===== config.mk =====
export PLATFORM = sky130hd
export DESIGN_NAME = timer_apb_sequencer
export DESIGN_NICKNAME = d
export VERILOG_FILES = /design/src/rtl/timer_seq_pkg.sv /design/src/rtl/timer_apb_sequencer_xfer.sv /design/src/rtl/timer_apb_sequencer.sv
export SDC_FILE = /design/constraint.sdc
export NUM_CORES = 1
export LEC_CHECK = 0
export BUFFER_PORTS_ARGS = -buffer_cell sky130_fd_sc_hd__buf_2
export CORE_UTILIZATION = 55
export CTS_CLUSTER_SIZE = 10
export DETAILED_ROUTE_END_ITERATION = 8
export GPL_TIMING_DRIVEN = 0
export PLACE_DENSITY_LB_ADDON = 0.08
export SYNTH_ARGS = -nofsm -noshare
export SYNTH_HDL_FRONTEND = slang
export SYNTH_SLANG_ARGS = --single-unit

===== constraint.sdc =====
create_clock -name pclk -period 3.8 [get_ports pclk]
set_input_delay 0.76 -clock pclk [delete_from_list [all_inputs] [get_ports pclk]]
set_output_delay 0.76 -clock pclk [all_outputs]
set_load 0.01 [all_outputs]

===== src/rtl/timer_seq_pkg.sv =====
// timer_seq_pkg
//   Shared definitions for the timer APB sequencer: timer register map,
//   TCR/TSR bit positions, sequencer FSM states and completion status codes.
//   tcr_value() builds a TCR byte from its individual fields.
package timer_seq_pkg;

  localparam logic [7:0] TDR_ADDR = 8'h00;
  localparam logic [7:0] TCR_ADDR = 8'h01;
  localparam logic [7:0] TSR_ADDR = 8'h02;

  localparam int LOAD_BIT = 7;
  localparam int DW_BIT   = 5;
  localparam int EN_BIT   = 4;
  localparam int CKS_LSB  = 0;
  localparam int UDF_BIT  = 1;
  localparam int OVF_BIT  = 0;

  typedef enum logic [3:0] {
    S_IDLE,
    S_W_TDR,
    S_W_LOAD,
    S_W_RUN,
    S_GAP,
    S_R_TSR,
    S_W_CLR,
    S_W_STOP,
    S_DONE
  } state_e;

  localparam logic [1:0] ST_OK     = 2'b00;
  localparam logic [1:0] ST_FLAG   = 2'b01;
  localparam logic [1:0] ST_TMO    = 2'b10;
  localparam logic [1:0] ST_SLVERR = 2'b11;

  function automatic logic [7:0] tcr_value(input logic load, input logic dw,
                                           input logic en, input logic [1:0] cks);
    logic [7:0] v;
    v              = 8'h00;
    v[LOAD_BIT]    = load;
    v[DW_BIT]      = dw;
    v[EN_BIT]      = en;
    v[CKS_LSB +: 2] = cks;
    return v;
  endfunction

endpackage


===== src/rtl/timer_apb_sequencer_xfer.sv =====
// apb_master_xfer
//   Single APB master transfer engine. A one-cycle start pulse latches
//   addr/wdata/write and makes the next cycle the setup cycle; access cycles
//   follow until pready. done/rdata/err are valid in the completing cycle.
//   A start in the completing cycle chains straight into the next setup.
// Ports:
//   pclk, preset                  clock, synchronous active-high reset
//   start, addr, wdata, write     transfer request
//   done, rdata, err              completion, read data, slave error
//   psel, penable, pwrite, paddr, pwdata, prdata, pready, pslverr   APB bus
module apb_master_xfer
  import timer_seq_pkg::*;
#(
  parameter int ADDR_W = 8,
  parameter int DATA_W = 8
) (
  input  logic              pclk,
  input  logic              preset,
  input  logic              start,
  input  logic [ADDR_W-1:0] addr,
  input  logic [DATA_W-1:0] wdata,
  input  logic              write,
  output logic              done,
  output logic [DATA_W-1:0] rdata,
  output logic              err,
  output logic              psel,
  output logic              penable,
  output logic              pwrite,
  output logic [ADDR_W-1:0] paddr,
  output logic [DATA_W-1:0] pwdata,
  input  logic [DATA_W-1:0] prdata,
  input  logic              pready,
  input  logic              pslverr
);

  logic              psel_q, psel_d;
  logic              penable_q, penable_d;
  logic              pwrite_q, pwrite_d;
  logic [ADDR_W-1:0] paddr_q, paddr_d;
  logic [DATA_W-1:0] pwdata_q, pwdata_d;

  assign done  = psel_q & penable_q & pready;
  assign rdata = prdata;
  assign err   = done & pslverr;

  always_comb begin
    psel_d    = psel_q;
    penable_d = penable_q;
    pwrite_d  = pwrite_q;
    paddr_d   = paddr_q;
    pwdata_d  = pwdata_q;
    if (start) begin
      psel_d    = 1'b1;
      penable_d = 1'b0;
      pwrite_d  = write;
      paddr_d   = addr;
      pwdata_d  = wdata;
    end else if (psel_q && !penable_q) begin
      penable_d = 1'b1;
    end else if (done) begin
      psel_d    = 1'b0;
      penable_d = 1'b0;
    end
  end

  always_ff @(posedge pclk) begin
    if (preset) begin
      psel_q    <= 1'b0;
      penable_q <= 1'b0;
      pwrite_q  <= 1'b0;
      paddr_q   <= '0;
      pwdata_q  <= '0;
    end else begin
      psel_q    <= psel_d;
      penable_q <= penable_d;
      pwrite_q  <= pwrite_d;
      paddr_q   <= paddr_d;
      pwdata_q  <= pwdata_d;
    end
  end

  assign psel    = psel_q;
  assign penable = penable_q;
  assign pwrite  = pwrite_q;
  assign paddr   = paddr_q;
  assign pwdata  = pwdata_q;

endmodule


===== src/rtl/timer_apb_sequencer.sv =====
// timer_apb_sequencer
//   Runs one full count session on the 8-bit timer per command: load TDR,
//   load then start the counter via TCR, poll TSR for the expected flag,
//   clear the flag, stop the timer and report a status.
//   Optional feature macro TIMER_SEQ_AUTOCLR_EN: when defined the flag is
//   cleared (TSR <= 00) before stopping; otherwise TSR is left set.
// Command handshake: a command is accepted on a rising edge where
//   cmd_valid && cmd_ready; cmd_ready is high only in IDLE, all cmd_* fields
//   are latched then and ignored afterwards. Completion is a one-cycle
//   done_valid pulse; done_status/done_tsr hold until the next completion.
// Ports:
//   pclk, preset                     clock, synchronous active-high reset
//   cmd_valid/ready, cmd_tdr, cmd_dw, cmd_cks, cmd_timeout   command
//   done_valid, done_status, done_tsr                         completion
//   psel, penable, pwrite, paddr, pwdata, prdata, pready, pslverr  APB master
//   dbg_state                        current FSM state
module timer_apb_sequencer
  import timer_seq_pkg::*;
#(
  parameter int ADDR_W   = 8,
  parameter int DATA_W   = 8,
  parameter int POLL_GAP = 4,
  parameter int TMO_W    = 16
) (
  input  logic              pclk,
  input  logic              preset,
  input  logic              cmd_valid,
  output logic              cmd_ready,
  input  logic [7:0]        cmd_tdr,
  input  logic              cmd_dw,
  input  logic [1:0]        cmd_cks,
  input  logic [TMO_W-1:0]  cmd_timeout,
  output logic              done_valid,
  output logic [1:0]        done_status,
  output logic [7:0]        done_tsr,
  output logic              psel,
  output logic              penable,
  output logic              pwrite,
  output logic [ADDR_W-1:0] paddr,
  output logic [DATA_W-1:0] pwdata,
  input  logic [DATA_W-1:0] prdata,
  input  logic              pready,
  input  logic              pslverr,
  output state_e            dbg_state
);

  localparam int GAP_W = (POLL_GAP > 1) ? $clog2(POLL_GAP) : 1;
  localparam logic [GAP_W-1:0] GAP_LAST = GAP_W'(POLL_GAP - 1);

`ifdef TIMER_SEQ_AUTOCLR_EN
  localparam state_e FLAG_NEXT = S_W_CLR;
`else
  localparam state_e FLAG_NEXT = S_W_STOP;
`endif

  state_e             state_q, state_d;
  logic [7:0]         tdr_q, tdr_d;
  logic               dw_q, dw_d;
  logic [1:0]         cks_q, cks_d;
  logic [TMO_W-1:0]   timeout_q, timeout_d;
  logic [TMO_W-1:0]   tmo_cnt_q, tmo_cnt_d;
  logic [GAP_W-1:0]   gap_cnt_q, gap_cnt_d;
  logic [1:0]         status_q, status_d;
  logic [7:0]         tsr_q, tsr_d;
  logic [1:0]         done_status_q, done_status_d;
  logic [7:0]         done_tsr_q, done_tsr_d;

  logic               xfer_start, xfer_write, xfer_done, xfer_err;
  logic [ADDR_W-1:0]  xfer_addr;
  logic [DATA_W-1:0]  xfer_wdata, xfer_rdata;
  logic               tmo_expired, flag_exp, flag_other;
  logic [7:0]         rd_tsr;

  assign rd_tsr      = xfer_rdata[7:0];
  assign flag_exp    = dw_q ? rd_tsr[UDF_BIT] : rd_tsr[OVF_BIT];
  assign flag_other  = dw_q ? rd_tsr[OVF_BIT] : rd_tsr[UDF_BIT];
  assign tmo_expired = (timeout_q != '0) && (tmo_cnt_q >= timeout_q);

  // Next state, command latch and session bookkeeping.
  always_comb begin
    state_d       = state_q;
    tdr_d         = tdr_q;
    dw_d          = dw_q;
    cks_d         = cks_q;
    timeout_d     = timeout_q;
    status_d      = status_q;
    tsr_d         = tsr_q;
    done_status_d = done_status_q;
    done_tsr_d    = done_tsr_q;
    gap_cnt_d     = '0;
    // Free-running saturating counter, re-zeroed when the timer starts.
    if (state_q == S_W_RUN && xfer_done) tmo_cnt_d = '0;
    else if (tmo_cnt_q != '1)            tmo_cnt_d = tmo_cnt_q + 1'b1;
    else                                 tmo_cnt_d = tmo_cnt_q;

    case (state_q)
      S_IDLE: begin
        if (cmd_valid) begin
          tdr_d     = cmd_tdr;
          dw_d      = cmd_dw;
          cks_d     = cmd_cks;
          timeout_d = cmd_timeout;
          status_d  = ST_OK;
          tsr_d     = 8'h00;
          state_d   = S_W_TDR;
        end
      end
      S_W_TDR, S_W_LOAD, S_W_RUN, S_R_TSR, S_W_CLR: begin
        if (xfer_done) begin
          if (xfer_err) begin
            status_d = ST_SLVERR;
            state_d  = S_W_STOP;
          end else begin
            case (state_q)
              S_W_TDR:  state_d = S_W_LOAD;
              S_W_LOAD: state_d = S_W_RUN;
              S_W_RUN:  state_d = S_GAP;
              S_W_CLR:  state_d = S_W_STOP;
              S_R_TSR: begin
                tsr_d = rd_tsr;
                // Flags win over the timeout when both apply.
                if (flag_exp) begin
                  status_d = ST_OK;
                  state_d  = FLAG_NEXT;
                end else if (flag_other) begin
                  status_d = ST_FLAG;
                  state_d  = FLAG_NEXT;
                end else if (tmo_expired) begin
                  status_d = ST_TMO;
                  state_d  = S_W_STOP;
                end else begin
                  state_d  = S_GAP;
                end
              end
              default: state_d = S_IDLE;
            endcase
          end
        end
      end
      S_GAP: begin
        gap_cnt_d = gap_cnt_q + 1'b1;
        if (gap_cnt_q == GAP_LAST) state_d = S_R_TSR;
      end
      S_W_STOP: begin
        if (xfer_done) begin
          if (xfer_err) status_d = ST_SLVERR;
          state_d = S_DONE;
        end
      end
      S_DONE:  state_d = S_IDLE;
      default: state_d = S_IDLE;
    endcase

    if (state_d == S_DONE) begin
      done_status_d = status_d;
      done_tsr_d    = tsr_d;
    end
  end

  // A transfer is launched on the edge that enters a transfer state, so the
  // setup cycle is the first cycle spent in that state.
  always_comb begin
    xfer_start = 1'b0;
    xfer_addr  = '0;
    xfer_wdata = '0;
    xfer_write = 1'b0;
    if (state_d != state_q) begin
      case (state_d)
        S_W_TDR: begin
          xfer_start = 1'b1;
          xfer_write = 1'b1;
          xfer_addr  = ADDR_W'(TDR_ADDR);
          xfer_wdata = DATA_W'(tdr_d);
        end
        S_W_LOAD: begin
          xfer_start = 1'b1;
          xfer_write = 1'b1;
          xfer_addr  = ADDR_W'(TCR_ADDR);
          xfer_wdata = DATA_W'(tcr_value(1'b1, dw_d, 1'b0, cks_d));
        end
        S_W_RUN: begin
          xfer_start = 1'b1;
          xfer_write = 1'b1;
          xfer_addr  = ADDR_W'(TCR_ADDR);
          xfer_wdata = DATA_W'(tcr_value(1'b0, dw_d, 1'b1, cks_d));
        end
        S_R_TSR: begin
          xfer_start = 1'b1;
          xfer_addr  = ADDR_W'(TSR_ADDR);
        end
        S_W_CLR: begin
          xfer_start = 1'b1;
          xfer_write = 1'b1;
          xfer_addr  = ADDR_W'(TSR_ADDR);
        end
        S_W_STOP: begin
          xfer_start = 1'b1;
          xfer_write = 1'b1;
          xfer_addr  = ADDR_W'(TCR_ADDR);
          xfer_wdata = DATA_W'(tcr_value(1'b0, dw_d, 1'b0, cks_d));
        end
        default: ;
      endcase
    end
  end

  always_ff @(posedge pclk) begin
    if (preset) begin
      state_q       <= S_IDLE;
      tdr_q         <= 8'h00;
      dw_q          <= 1'b0;
      cks_q         <= 2'b00;
      timeout_q     <= '0;
      tmo_cnt_q     <= '0;
      gap_cnt_q     <= '0;
      status_q      <= ST_OK;
      tsr_q         <= 8'h00;
      done_status_q <= ST_OK;
      done_tsr_q    <= 8'h00;
    end else begin
      state_q       <= state_d;
      tdr_q         <= tdr_d;
      dw_q          <= dw_d;
      cks_q         <= cks_d;
      timeout_q     <= timeout_d;
      tmo_cnt_q     <= tmo_cnt_d;
      gap_cnt_q     <= gap_cnt_d;
      status_q      <= status_d;
      tsr_q         <= tsr_d;
      done_status_q <= done_status_d;
      done_tsr_q    <= done_tsr_d;
    end
  end

  apb_master_xfer #(
    .ADDR_W (ADDR_W),
    .DATA_W (DATA_W)
  ) u_xfer (
    .pclk    (pclk),
    .preset  (preset),
    .start   (xfer_start),
    .addr    (xfer_addr),
    .wdata   (xfer_wdata),
    .write   (xfer_write),
    .done    (xfer_done),
    .rdata   (xfer_rdata),
    .err     (xfer_err),
    .psel    (psel),
    .penable (penable),
    .pwrite  (pwrite),
    .paddr   (paddr),
    .pwdata  (pwdata),
    .prdata  (prdata),
    .pready  (pready),
    .pslverr (pslverr)
  );

  assign cmd_ready   = (state_q == S_IDLE);
  assign done_valid  = (state_q == S_DONE);
  assign done_status = done_status_q;
  assign done_tsr    = done_tsr_q;
  assign dbg_state   = state_q;

endmodule


# --- After elaboration in Yosys (flattened, before gate mapping) ---
# Index checks and enable logic that the tools add are counted.
word_totals:
  regBits: 88
  in_bits: 40
  out_inout_bits: 35
  wordCells: 105
classes:
  add_sub_neg: 2
  magnitude_cmp: 1
  n_eq_ne: 19
  n_mux: 45
  bitwise_logic: 4
  reduce_logical: 18
ops:
  columns: ["op", "n"]
  rows:
  - ["$mux 8", 7]
  - ["$pmux 8 s4", 1]
  - ["$mux 2", 15]
  - ["$eq 4x3->1 const B", 7]
  - ["$add 16x1->16 const B", 1]
  - ["$eq 4x2->1 const B", 4]
  - ["$ge 16x16->1", 1]
  - ["$mux 4", 4]
  - ["$ne 16x16->1 const B", 1]
  - ["$pmux 4 s4", 1]
  - ["$pmux 8 s2", 1]
  - ["$reduce_bool 16->1", 1]
  - ["$pmux 3 s5", 1]
  - ["$mux 1", 12]
  - ["$reduce_or 5->1", 2]
  - ["$eq 4x1->1 const B", 2]
  - ["$eq 4x4->1 const B", 2]
  - ["$reduce_or 2->1", 4]
  - ["$pmux 2 s3", 1]
  - ["$reduce_or 6->1", 1]
  - ["$logic_not 4->1", 1]
  - ["$ne 4x4->1", 1]
  - ["$pmux 2 s2", 1]
  - ["$reduce_and 2->1", 2]
  - ["other kinds (10)", 15]

# --- Depth between registers and ports, before layout ---
# Gate-level depths: netlist (run 1).
logic_depth:
  depth_word: 15
  ltp_mapped: 11
  depth_no_buf: 10

# --- Hierarchy ---
# Synthesis (run 1) repeated with hierarchy kept, for this count alone.
unflattened:
  hier_cells: 518
  area_unflattened_um2: 4280.4
modules_own_cells:
  columns: ["module", "n_inst", "cells_per_inst", "area_per_inst_um2", "seq_area_each_um2"]
  rows:
  - ["timer_apb_sequencer", 1, 447, 3509.6, 1301.2]
  - ["apb_master_xfer", 1, 71, 770.7, 380.4]

# --- Least setup slack after synthesis (run 1) ---
# Ideal clock, no wire load.
synth_path:
  path_kind: "reg-to-reg"
  startpoint: "register tmo_cnt_q[0]"
  endpoint: "register u_xfer.pwdata_q[1] (netlist: u_xfer.pwdata[1])"
  setup_time_ps: 68
  t_arrival_ps: 2373
  t_required_ps: 3732
  path_slack_ps: 1359
  stages_incl_launch_ff: 12
  n_path_buf: 1
  period_less_slack_ps: 2441
  path_cell_list: "dfxtp_1 inv_1 ha_1 nand2b_4 a2111oi_2 nand3b_1 a31oi_2 or3_4 o211ai_4 buf_6 nand3_1 a21oi_2"
synth_between:
  elab_chain_len: 13
  elab_cells_between_ends: 21
  classes_between: "order compare: 1; eq/ne: 7; mux: 11; reduce/logical: 2"
synth_lines:
  columns: ["item", "line", "text"]
  rows:
  - ["start, declared", "timer_apb_sequencer.sv:61", "logic [TMO_W-1:0] tmo_cnt_q, tmo_cnt_d;"]
  - ["start signal, assigned", "timer_apb_sequencer.sv:226", "tmo_cnt_q <= tmo_cnt_d;"]
  - ["$ge 16x16->1 (*)", "timer_apb_sequencer.sv:77", "assign tmo_expired = (timeout_q != '0) && (tmo_cnt_q >= timeout_q);"]
  - ["$logic_and 1x1->1 (*)", "timer_apb_sequencer.sv:77", null]
  - ["$mux 2 (*)", "timer_apb_sequencer.sv:128", "end else if (tmo_expired) begin"]
  - ["$mux 2 (*)", "timer_apb_sequencer.sv:125", "end else if (flag_other) begin"]
  - ["$mux 2 (*)", "timer_apb_sequencer.sv:122", "if (flag_exp) begin"]
  - ["$pmux 3 s5 (*)", "timer_apb_sequencer.sv:114", "case (state_q)"]
  - ["$mux 3 (*)", "timer_apb_sequencer.sv:110", "if (xfer_err) begin"]
  - ["$mux 4 (*)", "timer_apb_sequencer.sv:109", "if (xfer_done) begin"]
  - ["$pmux 4 s4 (*)", "timer_apb_sequencer.sv:96", "case (state_q)"]
  - ["$eq 4x3->1 (tied with other cells)", "timer_apb_sequencer.sv:168", "case (state_d)"]
  - ["$reduce_or 6->1 (no line)", null, null]
  - ["$mux 1", "timer_apb_sequencer.sv:168", null]
  - ["$mux 1", "timer_apb_sequencer.sv:167", "if (state_d != state_q) begin"]
  - ["end signal, assigned", "timer_apb_sequencer_xfer.sv:78", "pwdata_q <= pwdata_d;"]
  - ["end, declared", "timer_apb_sequencer_xfer.sv:40", "logic [DATA_W-1:0] pwdata_q, pwdata_d;"]
# Mark *: on every way between the ends. The rest lies on a longest branch, timed or not.
# A chain may end at the register's enable or synchronous reset.

# --- Worst setup path after layout (run 1) ---
layout_path:
  startpoint: "register timeout_q[5]"
  endpoint: "register u_xfer.pwdata_q[1] (netlist: u_xfer.pwdata[1])"
layout_between:
  elab_chain_len: 13
  elab_cells_between_ends: 22
  classes_between: "order compare: 1; eq/ne: 7; mux: 11; reduce/logical: 3"
layout_lines:
  columns: ["item", "line", "text"]
  rows:
  - ["start, declared", "timer_apb_sequencer.sv:60", "logic [TMO_W-1:0] timeout_q, timeout_d;"]
  - ["start signal, assigned", "timer_apb_sequencer.sv:225", "timeout_q <= timeout_d;"]
  - ["$ge 16x16->1 or $reduce_bool 16->1 (tied branches)", "timer_apb_sequencer.sv:77", null]
  - ["$logic_and 1x1->1 (*)", "timer_apb_sequencer.sv:77", null]
  - ["$mux 2 (*)", "timer_apb_sequencer.sv:128", null]
  - ["$mux 2 (*)", "timer_apb_sequencer.sv:125", null]
  - ["$mux 2 (*)", "timer_apb_sequencer.sv:122", null]
  - ["$pmux 3 s5 (*)", "timer_apb_sequencer.sv:114", null]
  - ["$mux 3 (*)", "timer_apb_sequencer.sv:110", null]
  - ["$mux 4 (*)", "timer_apb_sequencer.sv:109", null]
  - ["$pmux 4 s4 (*)", "timer_apb_sequencer.sv:96", null]
  - ["$eq 4x3->1 (tied with other cells)", "timer_apb_sequencer.sv:168", null]
  - ["$reduce_or 6->1 (no line)", null, null]
  - ["$mux 1", "timer_apb_sequencer.sv:168", null]
  - ["$mux 1", "timer_apb_sequencer.sv:167", null]
# Marked as above.

==> impl_results.md, run 1 <==
- Status: completed
- Syn_area_per_cell: between 8 and 9 um^2
- Initial DRC Count: around 150
- Fin. max-slew vios: 0
- Seq/Total Area, Yosys: roughly two fifths
- Global Route Usage Sum: roughly a quarter
- Synth area leader: dfxtp_1
- FFs w/ async S/R, synth: 0%
- I/O Buffers: 67
- Largest net degree at the start of global routing: 13
- Die area: between 7000 and 8000 um^2
- Post-CTS setup buffer count: 0
- Worst Skew: 0.00681 ns
- Top cells by area, synth: dfxtp_1, nand2_1, ha_1, nor2_1, a21oi_1
- Top_reg_cell synth: dfxtp_1
- First-pass GRT wire length: 15700 um
- Core ar.: 6940 um^2
- Critical path type: reg2reg
- Fin util: about two thirds
- Synth Area in Adders: under 10%
- CP Max Fanout: 10
- H-Tree Level Count: 3
- Layout area overhead: 16.9%
- TritonCTS Buffers: 9
- Final setup viols: 0
- Clock-pin slew on the worst setup and hold paths: around 0.080 ns
- Critical path's top delay family: compound AO/OA/AOI/OAI gates
- Crit end category: flip-flop
- Max VDD drop: a little under 0.2 mV
- CP max stage delay: ~0.49 ns
- Total number of vias: approximately 3700
- Cell Pwr Density: roughly 390 nW/um^2
- Leak: around 2.0 nW
- Hold WC Path Type: reg2reg
- RSZ-0062 raised after global routing: false
- Synth Area in XOR/XNOR: under 10%
- Fmax: approximately 0.35 GHz
- Number of routed nets with antenna violations: 0
- Share of layout cells above drive strength 1: between 10% and 20%
- CP arrival: around 3.1 ns
- Diodes inserted: 0
- Placed inst area: 4500 um^2
- Synth cell types: around 60
- Die Wd: slightly below 90 um
- Main combinational cell family by area after synthesis: simple AND/OR/NAND/NOR gates
- Hold_buf cts: 0
- DR pass1 iterations: 4
- # IOs: 75
- Number of synthesized flops with an enable pin: 0
- Post-CTS resize count: 0
- CTS tree: built
- Syn Inst Count: approximately 500
- Simple-gate portion of the synthesized area: 25.6%
- Fin crit share: between 70 and 80%
- Cell Rows: 30
- DR WL/cell: around 14 um
- Mux contribution to synthesized area: 1.49%
- Routability cong.: just under 0.9
- Normalized max-slew margin: about three fifths
- Seq cells post-synth: 82
- Post-synth top cells: dfxtp_1, nand2_1, nor2_1, a21oi_1, inv_1
- Vias per cell: 5.43
- DP HPWL: 7240 um
- Grt total ovfl: 0
- Die Y: 87.5 um
- Vias in the first global route: 3367
- Initial core utilization: 58.0%
- Max_cap viols: 0
- Synth top area share: between 40% and 50%
- Final #Nets: 634
- Most common cell in the netlist: dfxtp_1
- Clk sinks: 82
- Critical Path, Cell by Cell: inv_1 -> ha_1 -> a21oi_1 -> o21ai_0 -> a211oi_1 -> a31oi_2 -> or3_4 -> o211ai_4 -> buf_6 -> nand3_1 -> a21oi_2
- Initial antenna violation count: 0
- Max stage delay cell, worst path: or3_4
- DRC viols: 0
- Worst slew pin tran: just under 0.6 ns
- Latest clock arrival within the worst-skew pair: about 0.34 ns
- Total Wirelength: ~9700 um
- Clock buffer depth: 2
- Root buf cell: clkbuf_8
- Synth Area in Compound Gates: approximately 17%
- CP Data Required Time: a little over 4 ns
- Layout fillers: between 600 and 700
- Ys Warns: 0
- Hold Fails Final Rpt: 0
- CP Buf/Inv Count: 2
- Post-synth design cell area: 4030 um^2
- Worst setup SP type: flip-flop
- Post-layout instance area: 4710 um^2
- Total Neg Setup Slack: 0 ns
- Post-layout min period: between 2 and 3 ns
==> final cells by class <==
class                           count  area, um^2  share of cell area, %
Timing Repair Buffer               67         335                   7.13
Clock buffer                       11         141                   3.00
Clock inverter                      3        65.1                   1.38
Sequential cell                    82        1640                   34.9
Buffer                             33         185                   3.94
Inverter                           24        90.1                   1.91
Tap cell                           96         120                   2.55
Multi-Input combinational cell    359        2130                   45.2
==> registers in the layout, summed over array words and instances (netlist names) <==
name / count
done_tsr: 8
status_q: 2
timeout_q: 16
gap_cnt_q: 2
u_xfer.paddr: 2
cks_q: 2
u_xfer.psel: 1
tmo_cnt_q: 16
tsr_q: 8
dw_q: 1
dbg_state: 4
u_xfer.pwrite: 1
u_xfer.penable: 1
done_status: 2
tdr_q: 8
u_xfer.pwdata: 8
==> layout by cell type (no fill, tap or decap), drive strengths merged, types with 7 or more instances in the layout <==
cell type   n
a21oi      42
nor2       54
inv        24
buf        82
ha         18
nor4        7
nand4       9
dfxtp      82
clkbuf     29
o21ai      13
a211oi     17
nor3       10
xor2        8
nand3      24
a22oi       9
nand2      77
==> power by group <==
part           internal (mW)  switching [mW]  total (mW)
combinational         0.0898           0.133       0.223
clock                  0.380           0.298       0.678
sequential             0.889          0.0227       0.911
total                   1.36           0.454        1.81
==> metal layers <==
metal  part of all wire, %  global-route usage [%]  up-vias  wire [um]
met3                   4.7                    4.15        8        452
met2                    45                    41.8      101       4380
met1                    49                    37.4     1685       4750
li1                      -                       -     1870          -
met4                  0.90                    8.35        0         87
met5                     0                       0        -          0
==> logic make-up after synthesis <==
family,Yosys count
AOI/OAI and AO/OA,102
xor gates and xnor gates,11
adders and majority gates,18
buffers and inverters,57
DFF,82
muxes,6
other,1
and+or+nand+nor,216
==> worst paths after layout <==
path | from | to | slack [ns] | cells past startpoint
worst max-delay path | timeout_q[5]$_SDFFE_PP0P_ | u_xfer.pwdata[1]$_SDFFE_PP0P_ | 0.98 | 11
worst min-delay path | gap_cnt_q[0]$_SDFF_PP0_ | gap_cnt_q[0]$_SDFF_PP0_ | 0.43 | 1
worst max register to register | timeout_q[5]$_SDFFE_PP0P_ | u_xfer.pwdata[1]$_SDFFE_PP0P_ | 0.98 | 11
worst min register to register | gap_cnt_q[0]$_SDFF_PP0_ | gap_cnt_q[0]$_SDFF_PP0_ | 0.43 | 1
==> through the flow <==
step | std cells | hold WS, ns | total power, mW | setup WS (ns)
detailed placement | 661 | 0.421 | 1.15 | 1.03
CTS | 675 | 0.432 | 1.82 | 0.988
global placement | 661 | 0.415 | 1.15 | 1.08
finish | 675 | 0.427 | 1.81 | 0.978
global route | 675 | 0.462 | 1.88 | 0.776
floorplan | 498 | 0.406 | 1.08 | 1.36
Power figures use the tool's default switching activity.
==> run 2: changes to the inputs <==
- clock period: 3.8 -> 2.85 ns (I/O delays scaled with it)
==> run 2 against run 1 <==
Against the previous run: combinational power increased by 34%; via count increased by 1.1%; final cell count unchanged; clock skew increased by 0.0018 ns; critical path depth unchanged; sequential power increased by 34%; design area increased by 0.32%; core utilization increased by 0.22 points; critical path type unchanged; largest power group unchanged.
==> impl_results.md, run 2 (synthesized netlist as in run 1, its figures left out) <==
- PnR worst setup slack: around 0.19 ns
- Total Wirelength: just under 10000 um
- Status: completed
- Critical path's top delay family: compound AO/OA/AOI/OAI gates
- # placed instances: ~660
- DP HPWL: around 7200 um
- Worst slew pin tran: 0.596 ns
- Hold WC Path Type: reg2reg
- CP Data Required Time: ~3.1 ns
- Layout area overhead: 17.3%
- CTS tree: built
- Hold_buf cts: 0
- Initial DRC Count: between 150 and 200
- Fin crit share: between 90% and 100%
- Hold Fails Final Rpt: 0
- Leak: just under 2 nW
- Normalized max-slew margin: between 60% and 70%
- Most common cell after layout, fill and taps aside: dfxtp_1
- Vias per cell: 5.49
- CP Max Fanout: 10
- CP arrival: 2.94 ns
- Largest regs: timeout_q (16), tmo_cnt_q (16)
- Largest net degree at the start of global routing: 13
- Commonest cells after routing, fill and taps aside: dfxtp_1, nand2_1, buf_2
- Worst Skew: ~0.0086 ns
- Clk sinks: around 80
- Worst setup SP type: flip-flop
- Die area: roughly 7700 um^2
- Clock-pin slew on the worst setup and hold paths: 0.08 ns
- Total Neg Setup Slack: 0 ns
- Post-layout min period: 2.66 ns
- DR WL/cell: about 14 um
- Setup WS pre-CTS: 0.0789 ns
- CP Buf/Inv Count: 2
- Cell Pwr Density: 513 nW/um^2
- H-Tree Level Count: 3
- I/O Buffers: 67
- Max VDD drop: 0.267 mV
- Max_cap viols: 0
- Root buf cell: clkbuf_8
- Share of layout cells above drive strength 1: between 10% and 20%
- Finished Layout Cells: 675
- Initial core utilization: ~58%
- Die Wd: between 80 and 90 um
- Grt total ovfl: 0
- TritonCTS Buffers: 9
- Fmax: approximately 0.38 GHz
- Routability cong.: between 0.8 and 0.9
- Number of routed nets with antenna violations: 0
- Vias in the first global route: around 3400
- RSZ-0062 raised after global routing: false
- Cell Rows: 30
- Die Y: between 80 and 90 um
- Global Route Usage Sum: between 20% and 30%
- Critical Path, Cell by Cell: inv_1 -> ha_1 -> a21oi_1 -> o21ai_0 -> a211oi_2 -> a31oi_4 -> or3_4 -> o211ai_4 -> buf_6 -> nand3_1 -> a21oi_2
- Final setup viols: 0
- Max stage delay cell, worst path: or3_4
- CP max stage delay: roughly 0.46 ns
- First-pass GRT wire length: roughly 16000 um
- Final #Nets: 634
- Latest clock arrival within the worst-skew pair: about 0.35 ns
- DRC viols: 0
- Fin. max-slew vios: 0
- Clock buffer depth: 2
- Crit end category: flip-flop
- Core ar.: slightly below 7000 um^2
- Total number of vias: approximately 3700
- Diodes inserted: 0
- DR pass1 iterations: 5
- # IOs: 75
- Critical path type: reg2reg
- Initial antenna violation count: 0
## run 2: what timing repair did
item | CTS | global route
gates resized for setup | 0 | 4
setup buffers | 0 | 0
endpoints found under the hold margin | 0 | 0
endpoints found under the setup margin | 0 | 12
## run 2: where the power goes
part,total [mW],internal [mW],switching (mW)
combinational,0.299,0.120,0.179
sequential,1.22,1.18,0.0302
clock,0.907,0.507,0.400
total,2.42,1.81,0.609
## run 2: metrics by stage
| step | hold slack, ns | cell area, um^2 | utilization (%) | total power, mW |
|---|---|---|---|---|
| floorplan | 0.406 | 4040 | - | 1.44 |
| global placement | 0.415 | 4500 | 64.8 | 1.53 |
| detailed placement | 0.421 | 4500 | 64.8 | 1.54 |
| CTS | 0.432 | 4710 | 67.8 | 2.43 |
| global route | 0.462 | 4720 | 68.0 | 2.51 |
| finish | 0.426 | 4720 | 68.0 | 2.42 |
## run 2: area by class of cell
cell class                      instances  area (um^2)
Clock buffer                           11          141
Timing Repair Buffer                   67          335
Sequential cell                        82         1640
Inverter                               24         90.1
Fill cell                             611         2220
Clock inverter                          3         65.1
Multi-Input combinational cell        359         2140
Tap cell                               96          120
Buffer                                 33          185
## run 2: per-layer routing
layer	up-vias	wire length (um)	global-route usage [%]
met4	0	111	8.35
met2	113	4390	41.8
met5	-	0	0
li1	1870	-	-
met3	10	494	4.15
met1	1711	4710	37.4
## run 2: worst paths after layout
check / from / endpoint / slack (ns) / depth (start not counted)
worst max-delay path: timeout_q[5]$_SDFFE_PP0P_ / u_xfer.pwdata[1]$_SDFFE_PP0P_ / 0.19 / 11
worst min register to register: gap_cnt_q[0]$_SDFF_PP0_ / gap_cnt_q[0]$_SDFF_PP0_ / 0.43 / 1
worst min-delay path: gap_cnt_q[0]$_SDFF_PP0_ / gap_cnt_q[0]$_SDFF_PP0_ / 0.43 / 1
worst max register to register: timeout_q[5]$_SDFFE_PP0P_ / u_xfer.pwdata[1]$_SDFFE_PP0P_ / 0.19 / 11
==> run 3: changes to the inputs <==
--- a/config.mk
+++ b/config.mk
@@ -8,2 +8,3 @@
 export BUFFER_PORTS_ARGS = -buffer_cell sky130_fd_sc_hd__buf_2
+export CORE_ASPECT_RATIO = 2
 export CORE_UTILIZATION = 55
--- a/constraint.sdc
+++ b/constraint.sdc
@@ -3,2 +3,2 @@
 set_output_delay 0.57 -clock pclk [all_outputs]
-set_load 0.01 [all_outputs]
+set_load 0.05 [all_outputs]
==> run 3 against run 2 <==
Against the previous run: sequential power is essentially flat; highest routed layer unchanged; combinational power increased by 25%; first-iteration DRC count grew 45%; clock skew down 0.0040 ns; maximum frequency shrank 2.6%; worst setup slack lost 0.072 ns; final cell count is 0.59% lower; routed wire length grew 13%; global-route usage grew 3.1 points; largest cell class unchanged; count of clock-buffer cells in the layout down 2.
==> impl_results.md, run 3 (synthesized netlist as in run 1, its figures left out) <==
- Status: completed
- Crit end category: flip-flop
- Clock-pin slew on the worst setup and hold paths: ~0.060 ns
- # IOs: 75
- CP startpoint: tmo_cnt_q[0]$_SDFFE_PP0P_
- Finished Layout Cells: 671
- Total Wirelength: roughly 11000 um
- DR pass1 iterations: 4
- Core ar.: 6990 um^2
- DP HPWL: 8390 um
- Hold path depth: 1
- Clk sinks: between 80 and 90
- Pint: 2.07 mW
- Total number of vias: around 3800
- Fmax: around 0.37 GHz
- Fin util: between 60% and 70%
- # placed instances: ~660
- Largest net degree at the start of global routing: 15
- DR WL/cell: ~16 um
- Normalized max-slew margin: a little under three fifths
- Worst Skew: roughly 0.0046 ns
- RR Endpoint: u_xfer.pwdata[7]$_SDFFE_PP0P_
- Final setup viols: 0
- TritonCTS Buffers: 9
- Diodes inserted: 0
- Max stage delay cell, worst path: or3_4
- Die Wd: 62.5 um
- Initial DRC Count: ~240
- First-pass GRT wire length: ~17000 um
- Cell Rows: 43
- Post-layout instance area: around 4900 um^2
- Sequential Power Share: around 43%
- Post-layout min period: around 2.7 ns
- Worst setup SP type: flip-flop
- Hold Fails Final Rpt: 0
- Flop-to-flop setup slack: 0.12 ns
- Vias in the first global route: roughly 3800
- Routability cong.: a little under 0.9
- Commonest cells after routing, fill and taps aside: dfxtp_1, nand2_1, buf_2
- CP max stage delay: approximately 0.47 ns
- Fin Hold WS: 0.440 ns
- Switching Power: around 0.75 mW
- Global Route Usage Sum: 29.6%
- Clock share of power: between 40 and 50%
- Initial core utilization: approximately 58%
- Max VDD drop: between 0.3 and 0.4 mV
- DRC viols: 0
- Critical Path, Cell by Cell: inv_1 -> ha_1 -> nand2b_4 -> a2111oi_2 -> nand3b_1 -> a31oi_4 -> or3_4 -> o211ai_4 -> nand2_1 -> o32ai_1
- Vias per cell: about 5.7
- Worst slew pin tran: roughly 0.64 ns
- H-Tree Level Count: 3
- Max_cap viols: 0
- CP Max Fanout: 6
- Fin. max-slew vios: 0
- Hold_buf cts: 0
- Die area: between 7000 and 8000 um^2
- Leak: around 2 nW
- Most common cell after layout, fill and taps aside: dfxtp_1
- Final #Nets: approximately 630
- CP arrival: 2.97 ns
- Root buf cell: clkbuf_16
- Number of routed nets with antenna violations: 0
- I/O Buffers: 67
- Hold WC Path Type: reg2reg
- Die Y: 123 um
- Initial antenna violation count: 0
- Latest clock arrival within the worst-skew pair: 0.34 ns
- Grt total ovfl: 0
- CTS tree: built
- Net Sw Frac: 26.5%
- R2r worst-path depth: 10
- Share of layout cells above drive strength 1: about a fifth
- FF-to-FF Start: tmo_cnt_q[0]$_SDFFE_PP0P_
- Fin crit share: a little over nine tenths
- CP Data Required Time: around 3 ns
- Critical path type: reg2reg
- Clock buffer depth: 2
- Largest regs: timeout_q (16), tmo_cnt_q (16)
- Placed inst area: around 4500 um^2
- Layout area overhead: 20.6%
- Cell Pwr Density: roughly 580 nW/um^2
- CP Capture Point: u_xfer.pwdata[7]$_SDFFE_PP0P_
- Combinational Power Share: a little over an eighth
## run 3: cell types whose count changed in the layout (fill, tap and decap cells not counted), sizes merged
cell,change
clkbuf,-2
clkinvlp,+2
clkinv,+2
## run 3: area by class of cell
class / instances / area [um^2]
repair buffers: 67 / 335
multi-input cells: 359 / 2170
inverters: 24 / 90.1
plain buffers: 33 / 185
well taps: 90 / 113
clock inverters: 7 / 93.8
fillers: 607 / 2140
flip-flops and latches: 82 / 1640
clock buffers: 9 / 225
## run 3: power groups by stage
stage               clock [mW]  sequential (mW)  combinational [mW]
floorplan                    0             1.28               0.219
global placement             0             1.24               0.358
detailed placement           0             1.24               0.364
CTS                       1.24             1.22               0.368
global route              1.29             1.22               0.405
finish                    1.23             1.22               0.373
## run 3: repair_timing
action,4_1_cts,5_1_grt
endpoints found under the setup margin,1,5
gates resized for setup,1,4
setup buffers,0,0
## run 3: metal layers
| metal | up-vias | track usage [%] | share of wire (%) |
|---|---|---|---|
| li1 | 1875 | - | - |
| met1 | 1790 | 26.6 | 36 |
| met2 | 114 | 58.5 | 56 |
| met3 | 39 | 4.24 | 3.1 |
| met4 | 0 | 21.7 | 5.0 |
| met5 | - | 0 | 0 |
## run 3: critical path: cells and delay by family (launching register included)
| family | cells | cell delay, ns |
|---|---|---|
| flops | 1 | 0.41 |
| buf+inv | 1 | 0.06 |
| simple gates | 4 | 0.99 |
| fa+ha+maj | 1 | 0.27 |
| compound gates | 4 | 0.90 |
## run 3: worst min-delay path by stage
stage                                        from  slack (ns)                      end
after floorplan           gap_cnt_q[0]$_SDFF_PP0_        0.41  gap_cnt_q[0]$_SDFF_PP0_
after CTS                 gap_cnt_q[0]$_SDFF_PP0_        0.44  gap_cnt_q[0]$_SDFF_PP0_
after global routing      gap_cnt_q[0]$_SDFF_PP0_        0.46  gap_cnt_q[0]$_SDFF_PP0_
after detailed placement  gap_cnt_q[0]$_SDFF_PP0_        0.42  gap_cnt_q[0]$_SDFF_PP0_
after global placement    gap_cnt_q[0]$_SDFF_PP0_        0.42  gap_cnt_q[0]$_SDFF_PP0_
final                     gap_cnt_q[0]$_SDFF_PP0_        0.44  gap_cnt_q[0]$_SDFF_PP0_
## run 3: metrics by stage
| stage | total power, mW | setup TNS, ns | setup slack [ns] |
|---|---|---|---|
| floorplan | 1.49 | 0 | 0.280 |
| global placement | 1.60 | 0 | 0.162 |
| detailed placement | 1.61 | 0 | 0.0238 |
| finish | 2.82 | 0 | 0.119 |
| CTS | 2.83 | 0 | 0.0964 |
| global route | 2.92 | -0.0483 | -0.0224 |
